==> src/rtl/fetch_sequencer.sv <==
// Fetch sequencer: steers the PC register (advance / hold / redirect), runs the
// instruction-memory req/ack handshake and keeps a one-entry IF/ID buffer.
module fetch_sequencer #(
  parameter int          DATA_WIDTH = 32,
  parameter logic [31:0] PC_STEP    = 32'd4
) (
  input  logic                  Clk,
  input  logic                  Rst,
  input  logic [31:0]           PCResult,
  output logic [31:0]           Address,
  output logic                  flush,
  output logic                  imem_req,
  output logic [31:0]           imem_addr,
  input  logic                  imem_ack,
  input  logic [DATA_WIDTH-1:0] imem_rdata,
  output logic [DATA_WIDTH-1:0] instr_out,
  output logic [31:0]           instr_pc,
  output logic                  instr_valid,
  input  logic                  id_ready,
  input  logic                  redirect_valid,
  input  logic [31:0]           redirect_target
);

  typedef enum logic [1:0] {
    ST_RUN    = 2'd0,
    ST_WAIT   = 2'd1,
    ST_SQUASH = 2'd2
  } state_t;

  typedef enum logic [1:0] {
    CMD_ADVANCE  = 2'd0,
    CMD_HOLD     = 2'd1,
    CMD_REDIRECT = 2'd2
  } cmd_t;

  state_t                state_r;
  state_t                state_nxt_s;
  cmd_t                  cmd_s;
  logic [31:0]           redir_addr_s;
  logic [31:0]           pend_target_r;
  logic [31:0]           pend_nxt_s;
  logic                  req_s;
  logic                  load_s;
  logic                  clear_s;
  logic [DATA_WIDTH-1:0] instr_out_r;
  logic [31:0]           instr_pc_r;
  logic                  instr_valid_r;

  // Next-state, PC command and buffer control decode
  always_comb begin
    state_nxt_s  = state_r;
    cmd_s        = CMD_HOLD;
    redir_addr_s = redirect_target;
    pend_nxt_s   = pend_target_r;
    req_s        = 1'b0;
    load_s       = 1'b0;
    clear_s      = 1'b0;
    if (Rst) begin
      state_nxt_s = ST_RUN;
    end else begin
      case (state_r)
        ST_RUN: begin
          req_s = (!instr_valid_r || id_ready) && !redirect_valid;
          if (redirect_valid) begin
            cmd_s   = CMD_REDIRECT;
            clear_s = 1'b1;
          end else if (req_s && imem_ack) begin
            cmd_s  = CMD_ADVANCE;
            load_s = 1'b1;
          end else if (req_s) begin
            state_nxt_s = ST_WAIT;
          end else begin
            cmd_s = CMD_HOLD;
          end
        end
        ST_WAIT: begin
          req_s = 1'b1;
          if (redirect_valid) begin
            clear_s = 1'b1;
            if (imem_ack) begin
              cmd_s       = CMD_REDIRECT;
              state_nxt_s = ST_RUN;
            end else begin
              pend_nxt_s  = redirect_target;
              state_nxt_s = ST_SQUASH;
            end
          end else if (imem_ack) begin
            cmd_s       = CMD_ADVANCE;
            load_s      = 1'b1;
            state_nxt_s = ST_RUN;
          end else begin
            cmd_s = CMD_HOLD;
          end
        end
        ST_SQUASH: begin
          // A redirect arriving during the squash replaces the parked target.
          req_s = 1'b1;
          if (redirect_valid) begin
            clear_s    = 1'b1;
            pend_nxt_s = redirect_target;
          end else begin
            clear_s = 1'b0;
          end
          if (imem_ack) begin
            cmd_s        = CMD_REDIRECT;
            redir_addr_s = redirect_valid ? redirect_target : pend_target_r;
            state_nxt_s  = ST_RUN;
          end else begin
            cmd_s = CMD_HOLD;
          end
        end
        default: begin
          state_nxt_s = ST_RUN;
        end
      endcase
    end
  end

  assign imem_req    = req_s;
  assign imem_addr   = PCResult;
  assign Address     = (cmd_s == CMD_REDIRECT) ? redir_addr_s : (PCResult + PC_STEP);
  assign flush       = (cmd_s == CMD_HOLD);
  assign instr_out   = instr_out_r;
  assign instr_pc    = instr_pc_r;
  assign instr_valid = instr_valid_r;

  // FSM state and parked redirect target
  always_ff @(posedge Clk or posedge Rst) begin
    if (Rst) begin
      state_r       <= ST_RUN;
      pend_target_r <= 32'd0;
    end else begin
      state_r       <= state_nxt_s;
      pend_target_r <= pend_nxt_s;
    end
  end

  // IF/ID buffer: redirect clears, fresh data loads, decode handshake drains
  always_ff @(posedge Clk or posedge Rst) begin
    if (Rst) begin
      instr_out_r   <= {DATA_WIDTH{1'b0}};
      instr_pc_r    <= 32'd0;
      instr_valid_r <= 1'b0;
    end else if (clear_s) begin
      instr_valid_r <= 1'b0;
    end else if (load_s) begin
      instr_out_r   <= imem_rdata;
      instr_pc_r    <= PCResult;
      instr_valid_r <= 1'b1;
    end else if (instr_valid_r && id_ready) begin
      instr_valid_r <= 1'b0;
    end else begin
      instr_valid_r <= instr_valid_r;
    end
  end

endmodule

==> config.mk <==
export PLATFORM = sky130hd
export DESIGN_NAME = fetch_sequencer
export DESIGN_NICKNAME = d
export VERILOG_FILES = /design/src/rtl/fetch_sequencer.sv
export SDC_FILE = /design/constraint.sdc
export NUM_CORES = 1
export LEC_CHECK = 0
export ABC_AREA = 1
export BUFFER_PORTS_ARGS = -buffer_cell sky130_fd_sc_hd__buf_2
export CORE_UTILIZATION = 45
export DETAILED_ROUTE_END_ITERATION = 7
export HOLD_SLACK_MARGIN = 0.05
export PLACE_DENSITY_LB_ADDON = 0.05
export SYNTH_ARGS = -nofsm -noshare
export SYNTH_HDL_FRONTEND = slang
export SYNTH_SLANG_ARGS = --single-unit
==> constraint.sdc <==
create_clock -name Clk -period 5.4 [get_ports Clk]
set_clock_uncertainty 0.05 [all_clocks]
set_input_delay 0.54 -clock Clk [delete_from_list [all_inputs] [get_ports Clk]]
set_output_delay 0.54 -clock Clk [all_outputs]
set_load 0.01 [all_outputs]
# Yosys cells after proc, flatten, opt, wreduce, memory -nomap -nowiden

Cells that the tools add are included.

Flip-flop bits (word level): 99
Output and inout port bits: 131
Logic and storage cells: 68

Add/sub/neg operators: 1
Eq/ne operators: 9
Mux-type cells: 37
Bitwise operators: 2
Reductions and logical operators: 14

Operators with widths:

| cell                  | number |
|---|---|
| $mux 32               | 7 |
| $pmux 32 s2           | 1 |
| $add 32x3->32 const B | 1 |
| $mux 2                | 11 |
| $mux 1                | 14 |
| $pmux 2 s3            | 2 |
| $ne 3x3->1 const B    | 3 |
| $eq 2x1->1 const B    | 2 |
| $eq 2x2->1 const B    | 2 |
| $ne 2x2->1 const B    | 2 |
| $pmux 1 s2            | 2 |
| $reduce_and 4->1      | 1 |
| $logic_and 1x1->1     | 3 |
| $reduce_and 3->1      | 1 |
| $reduce_bool 3->1     | 1 |
| $reduce_or 3->1       | 1 |
| $logic_not 1->1       | 2 |
| $logic_not 2->1       | 1 |
| $not 1->1             | 2 |
| $reduce_and 2->1      | 1 |
| $reduce_bool 2->1     | 1 |
| $reduce_or 2->1       | 1 |
| $logic_or 1x1->1      | 1 |

# Longest topological paths before layout

Depth after elaboration: 10
Mapped depth: 12
Gate-level depth less buffers: 11

# Worst setup path after synthesis

No wires, ideal clock.

Path type: input -> output
Start point: input port Rst
End point: output port Address[10]
Arrival: 2.738 ns
Required time: 4.810 ns
Slack: 2.072 ns
Stages on the path: 8
Cell sequence: inv_2 > nand2_2 > nor2_2 > nand2_1 > o21ai_4 > nand2_4 > buf_2 > o21ai_1

Cells in the longest elaborated chain, start to end: 3

Ends and longest elaborated chain:

| what            | RTL line | RTL |
|---|---|---|
| start, declared | 8        | `input logic Rst,` |
| $mux 2          | 58       | `if (Rst) begin` |
| $eq 2x2->1      | 121      | `assign Address = (cmd_s == CMD_REDIRECT) ? redir_addr_s : (PCResult + PC_STEP);` |
| $mux 32 (*)     | 121      |  |
| end, declared   | 10       | `output logic [31:0] Address,` |

Mark *: on every way between the ends. The rest lies on a longest branch, timed or not.

# Final worst setup path

Start point: register state_r[0]
End point: output port Address[1]

Cells in the longest elaborated chain, start to end: 5

Ends and longest elaborated chain:

| what                               | RTL line | RTL |
|---|---|---|
| start, declared                    | 36       | `state_t state_r;` |
| start signal, assigned             | 133      | `state_r <= state_nxt_s;` |
| $eq 2x2->1 (tied with other cells) | 61       | `case (state_r)` |
| $pmux 2 s3                         | 61       |  |
| $mux 2                             | 58       |  |
| $eq 2x2->1                         | 121      |  |
| $mux 32 (*)                        | 121      |  |

Marks and branches as above.

==> impl_metrics.env <==
export IMPL_status="finished clean"
export IMPL_die_w_microns=121
export IMPL_ant_nets=0
export IMPL_tritoncts="yes"
export IMPL_cp_common_cell="inv_1"
export IMPL_yosysTopAreaCellShare_pct=38.8
export IMPL_clock_sinks=99
export IMPL_final_util_pct=55.1
export IMPL_core_sq_um=13900
export IMPL_top_layer="met4"
export IMPL_postCtsSetupBuffers=0
export IMPL_synth_cells=979
export IMPL_synthTopCellsByArea="dfrtp_1 (39%), nand2_1 (23%), o21ai_0 (8.4%)"
export IMPL_grt_setup_unrepaired="no"
export IMPL_total_power_mw=3.12
export IMPL_crit_fanout=40
export IMPL_numCtsBuffers=9
export IMPL_drt_met1_wl_microns=9150
export IMPL_multi_input_area_sq_um=3190
export IMPL_relSlewSlack_pct=28.6
export IMPL_antenna_found_initial=1
export IMPL_setup_viol=0
export IMPL_grt_pass1_wl_microns=31000
export IMPL_areaGrowthSynthToFinish_pct=19.8
export IMPL_grt_max_degree=65
export IMPL_period_share_pct=72.4
export IMPL_reg2reg_to="instr_pc[21]"
export IMPL_hold_path_class="in2async"
export IMPL_cpPeakStageDelay_ns=0.87
export IMPL_critPathSlowestCell="inv_1"
export IMPL_setup_tns_ns=0
export IMPL_synth_area_leader_cell="dfrtp_1"
export IMPL_cts_root_buf="clkbuf_16"
export IMPL_cellPowerDensity_nw_per_um2=408
export IMPL_htreeDepth=3
export IMPL_hold_viol_final=0
export IMPL_path_clk_slew_ns=0.07
export IMPL_clkLatencyLatePin_ns=0.35
export IMPL_drc=0
export IMPL_wl_met3_microns=1230
export IMPL_cp_cell_sequence="inv_1 -> ha_1 -> buf_4 -> nand2_4 -> inv_1 -> o21ai_0 -> o21ai_1 -> buf_2"
export IMPL_required_ns=4.81
export IMPL_drv_slew=0
export IMPL_syn_nets=1085
export IMPL_grt_ovfl_total=0
export IMPL_dr_first_iter_drc_count=516
export IMPL_die_h_microns=121
export IMPL_wl_microns=20300
export IMPL_start_kind="register"
export IMPL_cts_resized=0
export IMPL_drtPass1Iterations=6
export IMPL_portBuffers=231
export IMPL_ys_seq_area_share_pct=38.8
export IMPL_critical_path_class="reg2out"
export IMPL_ys_types=26
export IMPL_vias=6694
export IMPL_ios=232
export IMPL_wl_per_cell_microns=15.2
export IMPL_die_area_sq_um=14700
export IMPL_maxCapViolCount=0
export IMPL_worstReg2RegStart="state_r[0]"
export IMPL_ys_warn_count=0
export IMPL_first_global_vias=5668
export IMPL_placementRows=43
export IMPL_leakage_nw=4.30
export IMPL_vdd_drop_max_v=0.000244
export IMPL_num_fill_cells=1444
export IMPL_rr_worst_depth=11
export IMPL_nNetsFinal=1253
export IMPL_start_util_pct=46.0
export IMPL_route_met2_wl_microns=9550
export IMPL_critPathCaptureType="output port"
export IMPL_drive_gt1_share_pct=23.2
export IMPL_dpl_hpwl_microns=14900
export IMPL_vias_per_cell=5.02
export IMPL_ys_seq_elements=99
export IMPL_cts_buffer_depth=2
export IMPL_register_area_sq_um=2480
export IMPL_track_usage_pct=27.7
export IMPL_r2r_setup_slack_ns=2.38
export IMPL_crit_arrival_ns=3.32
export IMPL_clock_fmax_mhz=256
export IMPL_postSynthAreaPerCell_sq_um=6.53
export IMPL_gp_congestion=0.928
export IMPL_netlist_area_sq_um=6390
export IMPL_fin_crit_ns=3.91
export IMPL_cts_hold_buf=0
export IMPL_tightest_slew_ns=1.07
==> report_power, final <==
| group | leakage, nW | total [mW] | switching, mW | internal [mW] |
|---|---|---|---|---|
| clock | 0.147 | 0.665 | 0.329 | 0.336 |
| sequential | 1.24 | 1.25 | 0.168 | 1.08 |
| combinational | 2.92 | 1.21 | 0.761 | 0.449 |
==> layer usage <==
| metal | GRT usage [%] | vias to the layer above |
|---|---|---|
| li1 | - | 3400 |
| met5 | 0 | - |
| met1 | 39.3 | 3029 |
| met4 | 8.49 | 0 |
| met3 | 3.81 | 23 |
| met2 | 43.6 | 242 |
==> worst max-delay path: cells and delay by family, from the launching register on <==
kind                       cells  cell delay (ns)
DFF                            1             0.41
adders and majority gates      1             0.41
AOI/OAI and AO/OA              2             0.48
and+or+nand+nor                1             0.22
buffers and inverters          4             1.42
==> per-stage QoR <==
step,setup slack [ns],hold WS [ns],std cells,cell area [sq um]
CTS,1.49,0.273,1332,7650
global route,1.15,0.302,1333,7650
global placement,1.81,0.398,1316,7360
floorplan,2.07,0.398,979,6390
finish,1.49,0.250,1333,7650
detailed placement,1.77,0.403,1316,7360
==> cell type report <==
class | instances | share of cell area [%]
multi-input cells | 730 | 41.7
flip-flops and latches | 99 | 32.4
repair buffers | 237 | 15.7
inverters | 70 | 3.48
clock buffers | 10 | 3.12
well taps | 180 | 2.94
clock inverters | 6 | 0.703
diodes | 1 | 0.0327
==> cell usage in the layout (no fill, tap or decap) <==
master / synthesis / routed
buf_4: 32 / 6
xnor2_1: 2 / 2
ha_1: 5 / 5
inv_1: 65 / 65
dfrtp_1: 99 / 99
o21ai_0: 107 / 107
nor2_2: 2 / 2
diode_2: 0 / 1
inv_4: 0 / 1
inv_8: 0 / 2
buf_2: 26 / 231
nand3_1: 65 / 65
mux2i_1: 1 / 1
a21oi_1: 38 / 38
nand2_2: 1 / 2
nand2_1: 387 / 386
xor2_1: 10 / 10
o21ai_1: 11 / 11
nor2_4: 1 / 1
o21ai_4: 1 / 1
clkbuf_8: 0 / 1
nand4_1: 6 / 6
clkinv_2: 1 / 2
or2_2: 1 / 1
clkbuf_16: 0 / 9
inv_2: 4 / 3
clkinv_4: 0 / 1
nor2_1: 90 / 90
nand2_4: 2 / 2
inv_6: 0 / 2
==> Yosys cell counts (all sizes together) <==
library cell  instances
clkinv                1
xor2                 10
buf                  66
nand3                65
ha                    5
nor2                 93
dfrtp                99
inv                  69
mux2i                 1
clkbuf               14
or2                   1
a21oi                38
xnor2                 2
o21ai               119
nand2               390
nand4                 6
==> state kept, by name, summed over array words and instances (netlist names) <==
| name | count |
|---|---|
| instr_valid | 1 |
| pend_target_r | 32 |
| state_r | 2 |
| instr_out | 32 |
| instr_pc | 32 |
==> kinds of logic (layout without fill, tap and decap cells) <==
family / count (synthesis) / count (layout) / synth area share (%)
AO/OA/AOI/OAI: 157 / 157 / 12.5
adder cells (fa/ha/maj): 5 / 5 / 0.979
other: 0 / 1 / 0
XOR/XNOR: 12 / 12 / 1.65
flip-flops: 99 / 99 / 38.8
multiplexers: 1 / 1 / 0.157
AND/OR/NAND/NOR: 555 / 555 / 34.6
buffers and inverters: 150 / 323 / 11.3
==> worst max-delay path by stage <==
stage	slack, ns	end	startpoint
after floorplan	2.07	Address[10]	Rst
after global placement	1.81	Address[1]	imem_ack
after detailed placement	1.77	Address[1]	imem_ack
after CTS	1.49	Address[1]	state_r[0]
after global routing	1.15	Address[1]	state_r[0]
final	1.49	Address[1]	state_r[0]
Note: power is estimated with default switching activity, not from simulation.
